### src/rtl/state_loader.sv
// Gathers 16 plaintext bytes into one block and hands it, with the stepping select, downstream.
// Optional XOR checksum port `chk` is built when STATE_LOADER_CHK_EN is defined.
module state_loader #(
  parameter int unsigned STEP_PERIOD = 1
) (
  input  logic         clk,
  input  logic         rst,
  input  logic [7:0]   in_byte,
  input  logic         in_valid,
  output logic         in_ready,
  input  logic         key_load,
  input  logic [1:0]   key,
  input  logic         flush,
  output logic [127:0] state_out,
  output logic         s3,
  output logic         s4,
  output logic         out_valid,
  input  logic         out_ready
`ifdef STATE_LOADER_CHK_EN
  ,
  output logic [7:0]   chk
`endif
);

  localparam int unsigned NBYTES = 16;
  localparam int unsigned BYTE_W = 8;
  localparam int unsigned CNT_W  = 4;
  localparam int unsigned BLK_W  = 8;
  localparam int unsigned SEL_W  = 2;

  typedef enum logic {
    FILL = 1'b0,
    HOLD = 1'b1
  } state_t;

  state_t state_q, state_d;

  logic [CNT_W-1:0]  byte_cnt_q;
  logic [BLK_W-1:0]  blk_cnt_q;
  logic [SEL_W-1:0]  sel_q;
  logic [BYTE_W-1:0] blk_q [NBYTES];

  logic accept;
  logic handoff;
  logic key_ok;

  // State register
  always_ff @(posedge clk) begin
    if (rst) state_q <= FILL;
    else     state_q <= state_d;
  end

  // Next state and per-cycle strobes
  always_comb begin
    state_d = state_q;
    accept  = 1'b0;
    handoff = 1'b0;
    key_ok  = 1'b0;
    case (state_q)
      FILL: begin
        key_ok = key_load && (byte_cnt_q == '0);
        accept = in_valid && !flush;
        if (accept && (byte_cnt_q == CNT_W'(NBYTES - 1))) state_d = HOLD;
      end
      HOLD: begin
        handoff = out_ready;
        if (out_ready) state_d = FILL;
      end
      default: state_d = FILL;
    endcase
  end

  assign in_ready  = (state_q == FILL) && !rst;
  assign out_valid = (state_q == HOLD);
  assign s3        = sel_q[1];
  assign s4        = sel_q[0];

  // Byte slots, fill counter and stepping position
  always_ff @(posedge clk) begin
    if (rst) begin
      byte_cnt_q <= '0;
      blk_cnt_q  <= '0;
      sel_q      <= '0;
      for (int i = 0; i < int'(NBYTES); i++) blk_q[i] <= '0;
    end else begin
      if ((state_q == FILL) && flush) begin
        byte_cnt_q <= '0;
      end else if (accept) begin
        blk_q[byte_cnt_q] <= in_byte;
        byte_cnt_q        <= byte_cnt_q + CNT_W'(1);
      end
      // Keying and handoff live in different FSM states, so they never collide
      if (key_ok) begin
        sel_q     <= key;
        blk_cnt_q <= '0;
      end else if (handoff) begin
        if (blk_cnt_q == BLK_W'(STEP_PERIOD - 1)) begin
          blk_cnt_q <= '0;
          sel_q     <= sel_q + SEL_W'(1);
        end else begin
          blk_cnt_q <= blk_cnt_q + BLK_W'(1);
        end
      end
    end
  end

  for (genvar k = 0; k < int'(NBYTES); k++) begin : g_pack
    assign state_out[127-8*k -: 8] = blk_q[k];
  end

`ifdef STATE_LOADER_CHK_EN
  // Running XOR restarts with the first byte of each block
  always_ff @(posedge clk) begin
    if (rst) begin
      chk <= '0;
    end else if ((state_q == FILL) && flush) begin
      chk <= '0;
    end else if (accept) begin
      chk <= (byte_cnt_q == '0) ? in_byte : (chk ^ in_byte);
    end
  end
`endif

endmodule

### config.mk
export PLATFORM = sky130hd
export DESIGN_NAME = state_loader
export DESIGN_NICKNAME = d
export VERILOG_FILES = /design/src/rtl/state_loader.sv
export SDC_FILE = /design/constraint.sdc
export NUM_CORES = 1
export LEC_CHECK = 0
export ABC_AREA = 1
export CAP_MARGIN = 10
export CORE_MARGIN = 5
export CORE_UTILIZATION = 41
export CTS_CLUSTER_DIAMETER = 40
export DETAILED_ROUTE_END_ITERATION = 8
export PLACE_DENSITY = 0.7
export REMOVE_ABC_BUFFERS = 1
export SLEW_MARGIN = 20
export SYNTH_ARGS = -nofsm -noshare
export SYNTH_HDL_FRONTEND = slang
export SYNTH_SLANG_ARGS = --single-unit
export TNS_END_PERCENT = 5
### constraint.sdc
create_clock -name clk -period 1.8 [get_ports clk]
set_input_delay 0.18 -clock clk [delete_from_list [all_inputs] [get_ports clk]]
set_output_delay 0.18 -clock clk [all_outputs]
set_load 0.05 [all_outputs]
==> impl_metrics.json, run 1 <==
{
  "status": "complete, no violations",
  "dr.first_iter.drc_count": 304,
  "viasPerCell": 4.775,
  "globalRouteOverflowTotal": 0,
  "synth_warnings": 0,
  "fin_ws_ps": 27.18,
  "h-tree-depth": 4,
  "routedWlPerCell_um": 16.73,
  "floorplan.initialDensity_pct": 41.58,
  "yosysMostFrequentCell": "nor2_1",
  "clk_pin_slew_ps": 60,
  "slew_viol_final": 0,
  "grt_pass1_wl_um": 20690,
  "required_ps": 1620,
  "dpl.hpwl_um": 9604,
  "synth.cell_area_um2": 5484,
  "syn_inst": 443,
  "fillers": 1045,
  "first_pass_iters": 5,
  "numPortBuffers": 147,
  "worstSetupPathType": "reg -> out",
  "cts_buffers": 17,
  "antennaDiodeCount": 0,
  "grt_max_degree": 21,
  "synth.distinct_cells": 24,
  "cp-endpoint": "state_out[1]",
  "hold_class": "in -> reg",
  "skew_ps": 10.38,
  "hold_slack_ps": 396.5,
  "synth_area_per_cell_um2": 12.38,
  "area_growth_pct": 45.59,
  "synth-seq-area-share_pct": 75.56,
  "critical_path.max_stage_delay_ps": 810,
  "clock.fmax_mhz": 564.1,
  "synth_top_cell_area_share_pct": 70.09,
  "worstPathCellList": "clkdlybuf4s50_1",
  "post_cts_buffers": 0,
  "rows": 42,
  "grt_use_total_pct": 17.34,
  "synthFlopType": "edfxtp_1",
  "yosysTopAreaCell": "edfxtp_1",
  "ant_nets": 0,
  "cellLeakagePower_nw": 3.257,
  "ys_ff_latch": 143,
  "startpoint": "blk_q[15][1]$_SDFFCE_PN0P_",
  "cts.root.buffer_cell": "clkbuf_16",
  "clock_path_buffers": 2,
  "synthTopCellsByCount": "149 x nor2_1, 128 x edfxtp_1, 44 x nand2_1",
  "layout_worst_path_cycle_share_pct": 98.49,
  "die_y_um": 125.7,
  "gp_congestion": 0.8063,
  "cp.buffers_inverters": 1,
  "slowest_stage": "clkdlybuf4s50_1",
  "r2r_end": "blk_q[8][5]$_SDFFCE_PN0P_",
  "cp_max_fo": 1,
  "p_per_area_nw_per_um2": 1003,
  "antenna_found_initial": 0,
  "cts_tree": "done",
  "drv_cap": 0,
  "nets": 652,
  "setup_viol": 0,
  "grt_pass1_vias": 3829,
  "pre_cts_ws_ps": -67.72,
  "wl_um": 13700,
  "r2r_start": "byte_cnt_q[0]$_SDFFE_PP0P_",
  "ys_async_sr_fraction_pct": 0,
  "dr_total_vias": 3911,
  "endpoint_kind": "output pin",
  "timing_hold_violations_final": 0,
  "dieArea_um2": 15790,
  "arrival_ps": 1590,
  "core_region_area_um2": 13190,
  "path_delay_family": "buffers and inverters",
  "slew_headroom_pct": 61.30,
  "cts.sinks": 143,
  "final_util_pct": 60.53,
  "yosys-top-cells-area": "edfxtp_1 70%, nor2_1 10%, dfxtp_1 5.5%",
  "fin_crit_ps": 1773,
  "cp-start-kind": "register",
  "cp.depth": 1,
  "synth_edf_count": 128,
  "num_io_pins": 148,
  "die_w_um": 125.7,
  "final_layout_size_suffix_gt1_share_pct": 14.62,
  "hold_buffers": 0,
  "worst_slew_pin_slew_ps": 579.6,
  "cts_resized": 0,
  "r2r_slack_ps": 220,
  "clock_latency_ps": 410,
  "vdd_drop_max_mv": 0.6556,
  "rsz0062_at_grt": "no",
  "drc": 0,
  "ff2ff_path_depth": 6
}
-- per-layer routing --
layer | share of wire (%) | GRT usage (%) | wire length (µm)
met1 | 39 | 20.47 | 5399
met2 | 53 | 29.89 | 7200
met3 | 6.5 | 5.461 | 890
met4 | 1.5 | 6.250 | 212
met5 | 0 | 0 | 0
-- metrics by stage --
step | instances | TNS [ps] | total power (W) | area, µm²
after floorplan | 432 | 0 | 0.004356 | 5441
after global placement | 787 | -392.7 | 0.004705 | 7381
after detailed placement | 787 | -4948 | 0.004718 | 7381
after CTS | 819 | 0 | 0.008052 | 7951
after global routing | 819 | 0 | 0.008233 | 7984
final | 819 | 0 | 0.008008 | 7984
-- layout make-up --
class                      count  area [µm²]  area share, %
sequential                   143        4144          51.90
timing repair buffer         179        1752          21.94
multi-input combinational    257        1177          14.75
clock buffer                  19       432.9          5.422
tap                          176       220.2          2.758
clock inverter                13       137.6          1.724
inverter                      32       120.1          1.504
-- sequential cells by signal, summed over array words and instances (netlist names) --
name	cells
out_valid	1
blk_q	128
sel_q	2
blk_cnt_q	8
byte_cnt_q	4
-- power breakdown --
| group | leakage [nW] | internal, W | switching, W | total [W] |
|---|---|---|---|---|
| clock network | 0.264 | 0.00204 | 0.00133 | 0.00337 |
| registers | 1.44 | 0.00372 | 0.0000450 | 0.00376 |
| logic | 1.55 | 0.000249 | 0.000626 | 0.000876 |
-- layout by cell type (no fill, tap or decap), types with 4 or more instances in the layout --
master / instances
nor2_1: 149
clkdlybuf4s50_1: 132
edfxtp_1: 128
nand2_1: 44
buf_4: 33
inv_1: 26
nand2_2: 17
clkbuf_16: 17
dfxtp_1: 15
dlymetal6s2s_1: 13
nand3_1: 9
a21oi_1: 9
inv_2: 6
ha_1: 6
clkinvlp_4: 5
nor2_4: 4
-- logic make-up after synthesis --
family | count (synthesis) | share of synthesized area (%)
DFF | 143 | 75.56
AOI/OAI and AO/OA | 13 | 1.232
adders and majority gates | 6 | 1.369
buffers and inverters | 43 | 2.966
xor gates and xnor gates | 4 | 0.6389
and+or+nand+nor | 234 | 18.23
-- worst min path at each step --
stage                                    from                   endpoint  slack [ps]  cells past startpoint
finish                              out_ready       out_valid$_SDFF_PP0_         400                      2
global route                        out_ready       out_valid$_SDFF_PP0_         410                      2
CTS                                 out_ready       out_valid$_SDFF_PP0_         390                      2
detailed placement  blk_cnt_q[0]$_SDFFE_PP0P_  blk_cnt_q[0]$_SDFFE_PP0P_         480                      2
global placement    blk_cnt_q[0]$_SDFFE_PP0P_  blk_cnt_q[0]$_SDFFE_PP0P_         470                      2
floorplan                           out_ready       out_valid$_SDFF_PP0_         270                      1
Note: power is estimated with default switching activity, not from simulation.
==> inputs of run 2 (changes only) <==
--- a/config.mk
+++ b/config.mk
@@ -11,6 +11,7 @@
 export CORE_UTILIZATION = 41
 export CTS_CLUSTER_DIAMETER = 40
 export DETAILED_ROUTE_END_ITERATION = 8
+export GPL_TIMING_DRIVEN = 0
 export PLACE_DENSITY = 0.7
 export REMOVE_ABC_BUFFERS = 1
 export SLEW_MARGIN = 20
==> run 2 against run 1 <==
Hold slack worse by 16 ps. Cell count is 3.7% lower. Cell area decreased by 1.5%. Sequential power barely moved. Non-clock buffer count down 31. Clock skew decreased by 1.3 ps. Clock power decreased by 2%. Register-to-register slack worse by 110 ps. Combinational power is essentially flat. Setup slack better by 8.2 ps. Sequential cell count unchanged. Wire length decreased by 3.2%.
==> impl_metrics.json, run 2 (synthesis results as in run 1) <==
{
  "gp_congestion": 0.7766,
  "layout_worst_path_cycle_share_pct": 98.04,
  "ff2ff_path_depth": 7,
  "wl_met1_um": 5401,
  "viasPerCell": 4.695,
  "met3_length_um": 937,
  "cp-start-kind": "register",
  "largest_reg_flops": 128,
  "clk_pin_slew_ps": 60,
  "final_util_pct": 59.64,
  "timing_hold_violations_final": 0,
  "grt_pass1_wl_um": 20730,
  "cellLeakagePower_nw": 3.124,
  "globalRouteOverflowTotal": 0,
  "grt_use_total_pct": 17.35,
  "clock_latency_ps": 420,
  "dr_wl_met2_um": 6735,
  "final_cell_count_no_fill": 789,
  "numPortBuffers": 147,
  "dieArea_um2": 15790,
  "drv_cap": 0,
  "cts_buffers": 17,
  "setup_viol": 0,
  "largest-register": "blk_q",
  "skew_ps": 9.080,
  "r2r_end": "blk_q[8][1]$_SDFFCE_PN0P_",
  "slowest_stage": "clkdlybuf4s50_1",
  "final_layout_size_suffix_gt1_share_pct": 12.72,
  "cp_max_fo": 1,
  "dpl.hpwl_um": 8815,
  "die_y_um": 125.7,
  "cp.depth": 1,
  "grt_pass1_vias": 3717,
  "worstPathCellList": "clkdlybuf4s50_1",
  "cp-endpoint": "state_out[116]",
  "rows": 42,
  "dp_cells": 755,
  "clock.fmax_mhz": 566.7,
  "routedWlPerCell_um": 16.82,
  "wl_um": 13270,
  "cp.buffers_inverters": 1,
  "drc": 0,
  "nets": 622,
  "ant_nets": 0,
  "layout_commonest_cell": "nor2_1",
  "cts_tree": "done",
  "h-tree-depth": 4,
  "status": "complete, no violations",
  "antennaDiodeCount": 0,
  "final_cell_mix": "149 x nor2_1, 132 x clkdlybuf4s50_1, 128 x edfxtp_1, 28 x nand2_1, 25 x inv_1",
  "top_layer_used": "met4",
  "die_w_um": 125.7,
  "slew_headroom_pct": 45.35,
  "p_per_area_nw_per_um2": 1008,
  "floorplan.initialDensity_pct": 41.58,
  "p_total_w": 0.007926,
  "cts.sinks": 143,
  "rsz0062_at_grt": "yes",
  "first_pass_iters": 5,
  "endpoint_kind": "output pin",
  "num_io_pins": 148,
  "pre_cts_ws_ps": -863.5,
  "clock_path_buffers": 2,
  "fin_crit_ps": 1765,
  "area_growth_pct": 43.44,
  "grt_max_degree": 17,
  "r2r_slack_ps": 110,
  "hold_class": "in -> reg",
  "fin_ws_ps": 35.35,
  "dr.first_iter.drc_count": 335,
  "cts.root.buffer_cell": "clkbuf_16",
  "worstSetupPathType": "reg -> out",
  "required_ps": 1620,
  "reg_top3": "blk_q x128, blk_cnt_q x8, byte_cnt_q x4",
  "startpoint": "blk_q[1][4]$_SDFFCE_PN0P_",
  "r2r_start": "out_valid$_SDFF_PP0_",
  "worst_slew_pin_slew_ps": 818.8,
  "core_region_area_um2": 13190,
  "slew_viol_final": 0,
  "arrival_ps": 1580,
  "critical_path.max_stage_delay_ps": 830,
  "path_delay_family": "buffers and inverters",
  "dr_total_vias": 3704,
  "antenna_found_initial": 0,
  "vdd_drop_max_mv": 0.4381
}
[run 2: cell types whose count changed in the layout (fill, tap and decap cells not counted), moves of 4 or more]
cell / change
nand2_4: +16
nand2_1: -16
buf_4: -32
dlygate4sd2_1: +4
clkbuf_8: +6
[run 2: worst min-delay path by stage]
stage          depth (start not counted)  slack [ps]                      start                         to
2_1_floorplan                          1         270                  out_ready       out_valid$_SDFF_PP0_
3_3_place_gp                           2         470  blk_cnt_q[0]$_SDFFE_PP0P_  blk_cnt_q[0]$_SDFFE_PP0P_
3_5_place_dp                           2         490  blk_cnt_q[2]$_SDFFE_PP0P_  blk_cnt_q[2]$_SDFFE_PP0P_
4_1_cts                                2         370                  out_ready       out_valid$_SDFF_PP0_
5_1_grt                                2         370                  out_ready       out_valid$_SDFF_PP0_
6_report                               2         380                  out_ready       out_valid$_SDFF_PP0_
[run 2: per-layer routing]
layer	track usage [%]	up-vias
li1	-	1795
met1	21.03	1748
met2	29.14	147
met3	6.181	14
met4	5.548	0
met5	0	-
[run 2: final cells by class]
cell class,instances,area [µm²]
multi-input combinational,257,1297
fill,1019,5324
clock buffer,28,548.0
clock inverter,4,23.77
sequential,143,4144
timing repair buffer,148,1501
tap,176,220.2
timing repair inverter,1,7.507
inverter,32,123.9
[run 2: timing repair]
action                     in CTS  in global routing
gates resized for setup        19                 30
pin swaps                       0                  0
setup buffers                   1                  0
cloned                          1                  0
hold buffers                    0                  0
setup endpoints to repair     171                139
[run 2: report_power, final]
part           leakage, nW  switching, W  internal, W  total (W)
Clock                0.286       0.00123      0.00206    0.00329
Sequential            1.44     0.0000407      0.00372    0.00376
Combinational         1.40      0.000634     0.000241   0.000875
[run 2: through the flow]
step                TNS, ps  hold WS (ps)  area [µm²]
CTS                       0         373.2        7751
detailed placement  -156650         489.3        7133
global placement    -157870         471.7        7133
floorplan                 0         271.6        5441
finish                    0         380.4        7866
global route         -918.3         372.6        7866
==> inputs of run 3 (changes only) <==
--- a/config.mk
+++ b/config.mk
@@ -8,12 +8,13 @@
 export ABC_AREA = 1
 export CAP_MARGIN = 10
 export CORE_MARGIN = 5
-export CORE_UTILIZATION = 41
+export CORE_UTILIZATION = 46
 export CTS_CLUSTER_DIAMETER = 40
 export DETAILED_ROUTE_END_ITERATION = 8
 export GPL_TIMING_DRIVEN = 0
-export PLACE_DENSITY = 0.7
+export PLACE_DENSITY_LB_ADDON = 0.2
 export REMOVE_ABC_BUFFERS = 1
+export SKIP_LAST_GASP = 1
 export SLEW_MARGIN = 20
 export SYNTH_ARGS = -nofsm -noshare
 export SYNTH_HDL_FRONTEND = slang
==> run 3 against run 2 <==
The run now ends with negative setup slack left. Cell area is 2.3% lower. Sequential power barely moved. First-iteration DRC count fell by 28%. Wire length increased by 4.6%. Clock power down 1%. Total power fell by 0.70%. Sequential cell count unchanged. Combinational power decreased by 1%. Die area down 10%. Global-route usage up 2.3 points. Register-to-register slack got worse by 100 ps. Critical path type unchanged. Largest cell class unchanged. Highest routed layer unchanged.
==> impl_metrics.json, run 3 (synthesis results as in run 1) <==
{
  "status": "complete, but fails checks",
  "violations": "negative setup slack",
  "antenna_found_initial": 0,
  "dr_wl_met2_um": 7103,
  "gp_congestion": 0.7690,
  "core_region_area_um2": 11560,
  "skew_ps": 14.52,
  "clock_path_buffers": 2,
  "clkPwrFrac_pct": 41.3,
  "power_switching_w": 0.002031,
  "cts_tree": "done",
  "drv_cap": 0,
  "die_y_um": 119.2,
  "cp.buffers_inverters": 1,
  "slew_headroom_pct": 44.24,
  "rsz0062_at_grt": "yes",
  "largest-register": "blk_q",
  "nets": 622,
  "r2r_start": "out_valid$_SDFF_PP0_",
  "clk_pin_slew_ps": 60,
  "ant_nets": 0,
  "dr_total_vias": 3800,
  "drc": 0,
  "met3_length_um": 861,
  "area_growth_pct": 40.13,
  "h-tree-depth": 4,
  "final_util_pct": 66.45,
  "timing_hold_violations_final": 0,
  "numPortBuffers": 147,
  "largest_reg_flops": 128,
  "rows": 39,
  "viasPerCell": 5.026,
  "design_area_um2": 7685,
  "first_pass_iters": 6,
  "layout_commonest_cell": "nor2_1",
  "required_ps": 1620,
  "slowest_stage": "clkdlybuf4s50_1",
  "dpl.hpwl_um": 9298,
  "cp-start-kind": "register",
  "reg_top3": "blk_q x128, blk_cnt_q x8, byte_cnt_q x4",
  "routedWlPerCell_um": 18.36,
  "cts.root.buffer_cell": "clkbuf_16",
  "worstPathCellList": "clkdlybuf4s50_1",
  "top_layer_used": "met4",
  "startpoint": "out_valid$_SDFF_PP0_",
  "dieArea_um2": 14210,
  "cts_buffers": 17,
  "placedInstanceArea_um2": 7092,
  "worst_slew_pin_slew_ps": 835.5,
  "dr.first_iter.drc_count": 240,
  "arrival_ps": 1690,
  "slew_viol_final": 0,
  "fin_ws_ps": -65.34,
  "die_w_um": 119.2,
  "grt_pass1_wl_um": 21200,
  "clock.fmax_mhz": 536.1,
  "p_total_w": 0.007871,
  "fin_tns_setup_ps": -65.34,
  "cp_max_fo": 5,
  "netSwitchingFraction_pct": 25.81,
  "hold_start": "out_ready",
  "final_cell_mix": "149 x nor2_1, 146 x clkdlybuf4s50_1, 128 x edfxtp_1, 34 x nand2_1, 26 x nand2_2",
  "cts.sinks": 143,
  "p_per_area_nw_per_um2": 1024,
  "endpoint_kind": "output pin",
  "setup_viol": 1,
  "cellLeakagePower_nw": 2.924,
  "grt_use_total_pct": 19.67,
  "seq_power_share_pct": 47.7,
  "path_delay_family": "buffers and inverters",
  "globalRouteOverflowTotal": 0,
  "pre_cts_ws_ps": -882.7,
  "layout_worst_path_cycle_share_pct": 103.6,
  "grt_pass1_vias": 3844,
  "fin_crit_ps": 1865,
  "wl_um": 13880,
  "hold_class": "in -> reg",
  "wl_met1_um": 5769,
  "r2r_slack_ps": 10,
  "grt_max_degree": 17,
  "critical_path.max_stage_delay_ps": 850,
  "p_comb_share_pct": 11.0,
  "clock_latency_ps": 420,
  "num_io_pins": 148,
  "intPower_w": 0.005839,
  "vdd_drop_max_mv": 0.5377,
  "final_layout_size_suffix_gt1_share_pct": 12.07,
  "worstSetupPathType": "reg -> out",
  "antennaDiodeCount": 0,
  "floorplan.initialDensity_pct": 47.42
}
run 3: power groups by stage:
stage	registers, W	clock network [W]	logic, W
finish	0.00376	0.00325	0.000866
CTS	0.00376	0.00328	0.000868
global placement	0.00383	0	0.000849
global route	0.00377	0.00341	0.000898
floorplan	0.00422	0	0.000132
detailed placement	0.00383	0	0.000860
run 3: what timing repair did:
action                                  4_1_cts  5_1_grt
buffers inserted                              1        0
endpoints found under the setup margin      155      135
resized for setup                             3       10
gates cloned                                  1        0
hold buffers                                  0        0
run 3: per-stage QoR:
stage	hold slack (ps)	cells
2_1_floorplan	271.6	432
6_report	399.2	756
3_3_place_gp	467.0	722
4_1_cts	390.1	756
5_1_grt	397.6	756
3_5_place_dp	484.9	722
run 3: worst paths after layout:
path                          endpoint  cells past startpoint
max reg2reg  blk_q[4][3]$_SDFFCE_PN0P_                      7
min               out_valid$_SDFF_PP0_                      2
max                          out_valid                      1
min reg2reg  blk_cnt_q[2]$_SDFFE_PP0P_                      2
run 3: final cells by class:
| class | count | area (µm²) |
|---|---|---|
| Clock buffer | 18 | 429.2 |
| Clock inverter | 14 | 118.9 |
| Fill cell | 871 | 3880 |
| Inverter | 32 | 123.9 |
| Multi-Input combinational cell | 257 | 1207 |
| Sequential cell | 143 | 4144 |
| Tap cell | 143 | 178.9 |
| Timing Repair Buffer | 148 | 1478 |
| Timing Repair inverter | 1 | 5.005 |
run 3: worst reg2reg max path: stages, from the launching register on:
cell	delay, ps
dfxtp_1	360
inv_2	90
nand3_2	140
inv_2	130
nand2_4	100
nor2_4	170
nand2_2	150
nand2_1	320
run 3: routing by layer:
layer	up-vias	track usage, %
met5	-	0
met3	13	5.355
met2	137	33.45
li1	1791	-
met1	1859	24.63
met4	0	6.083
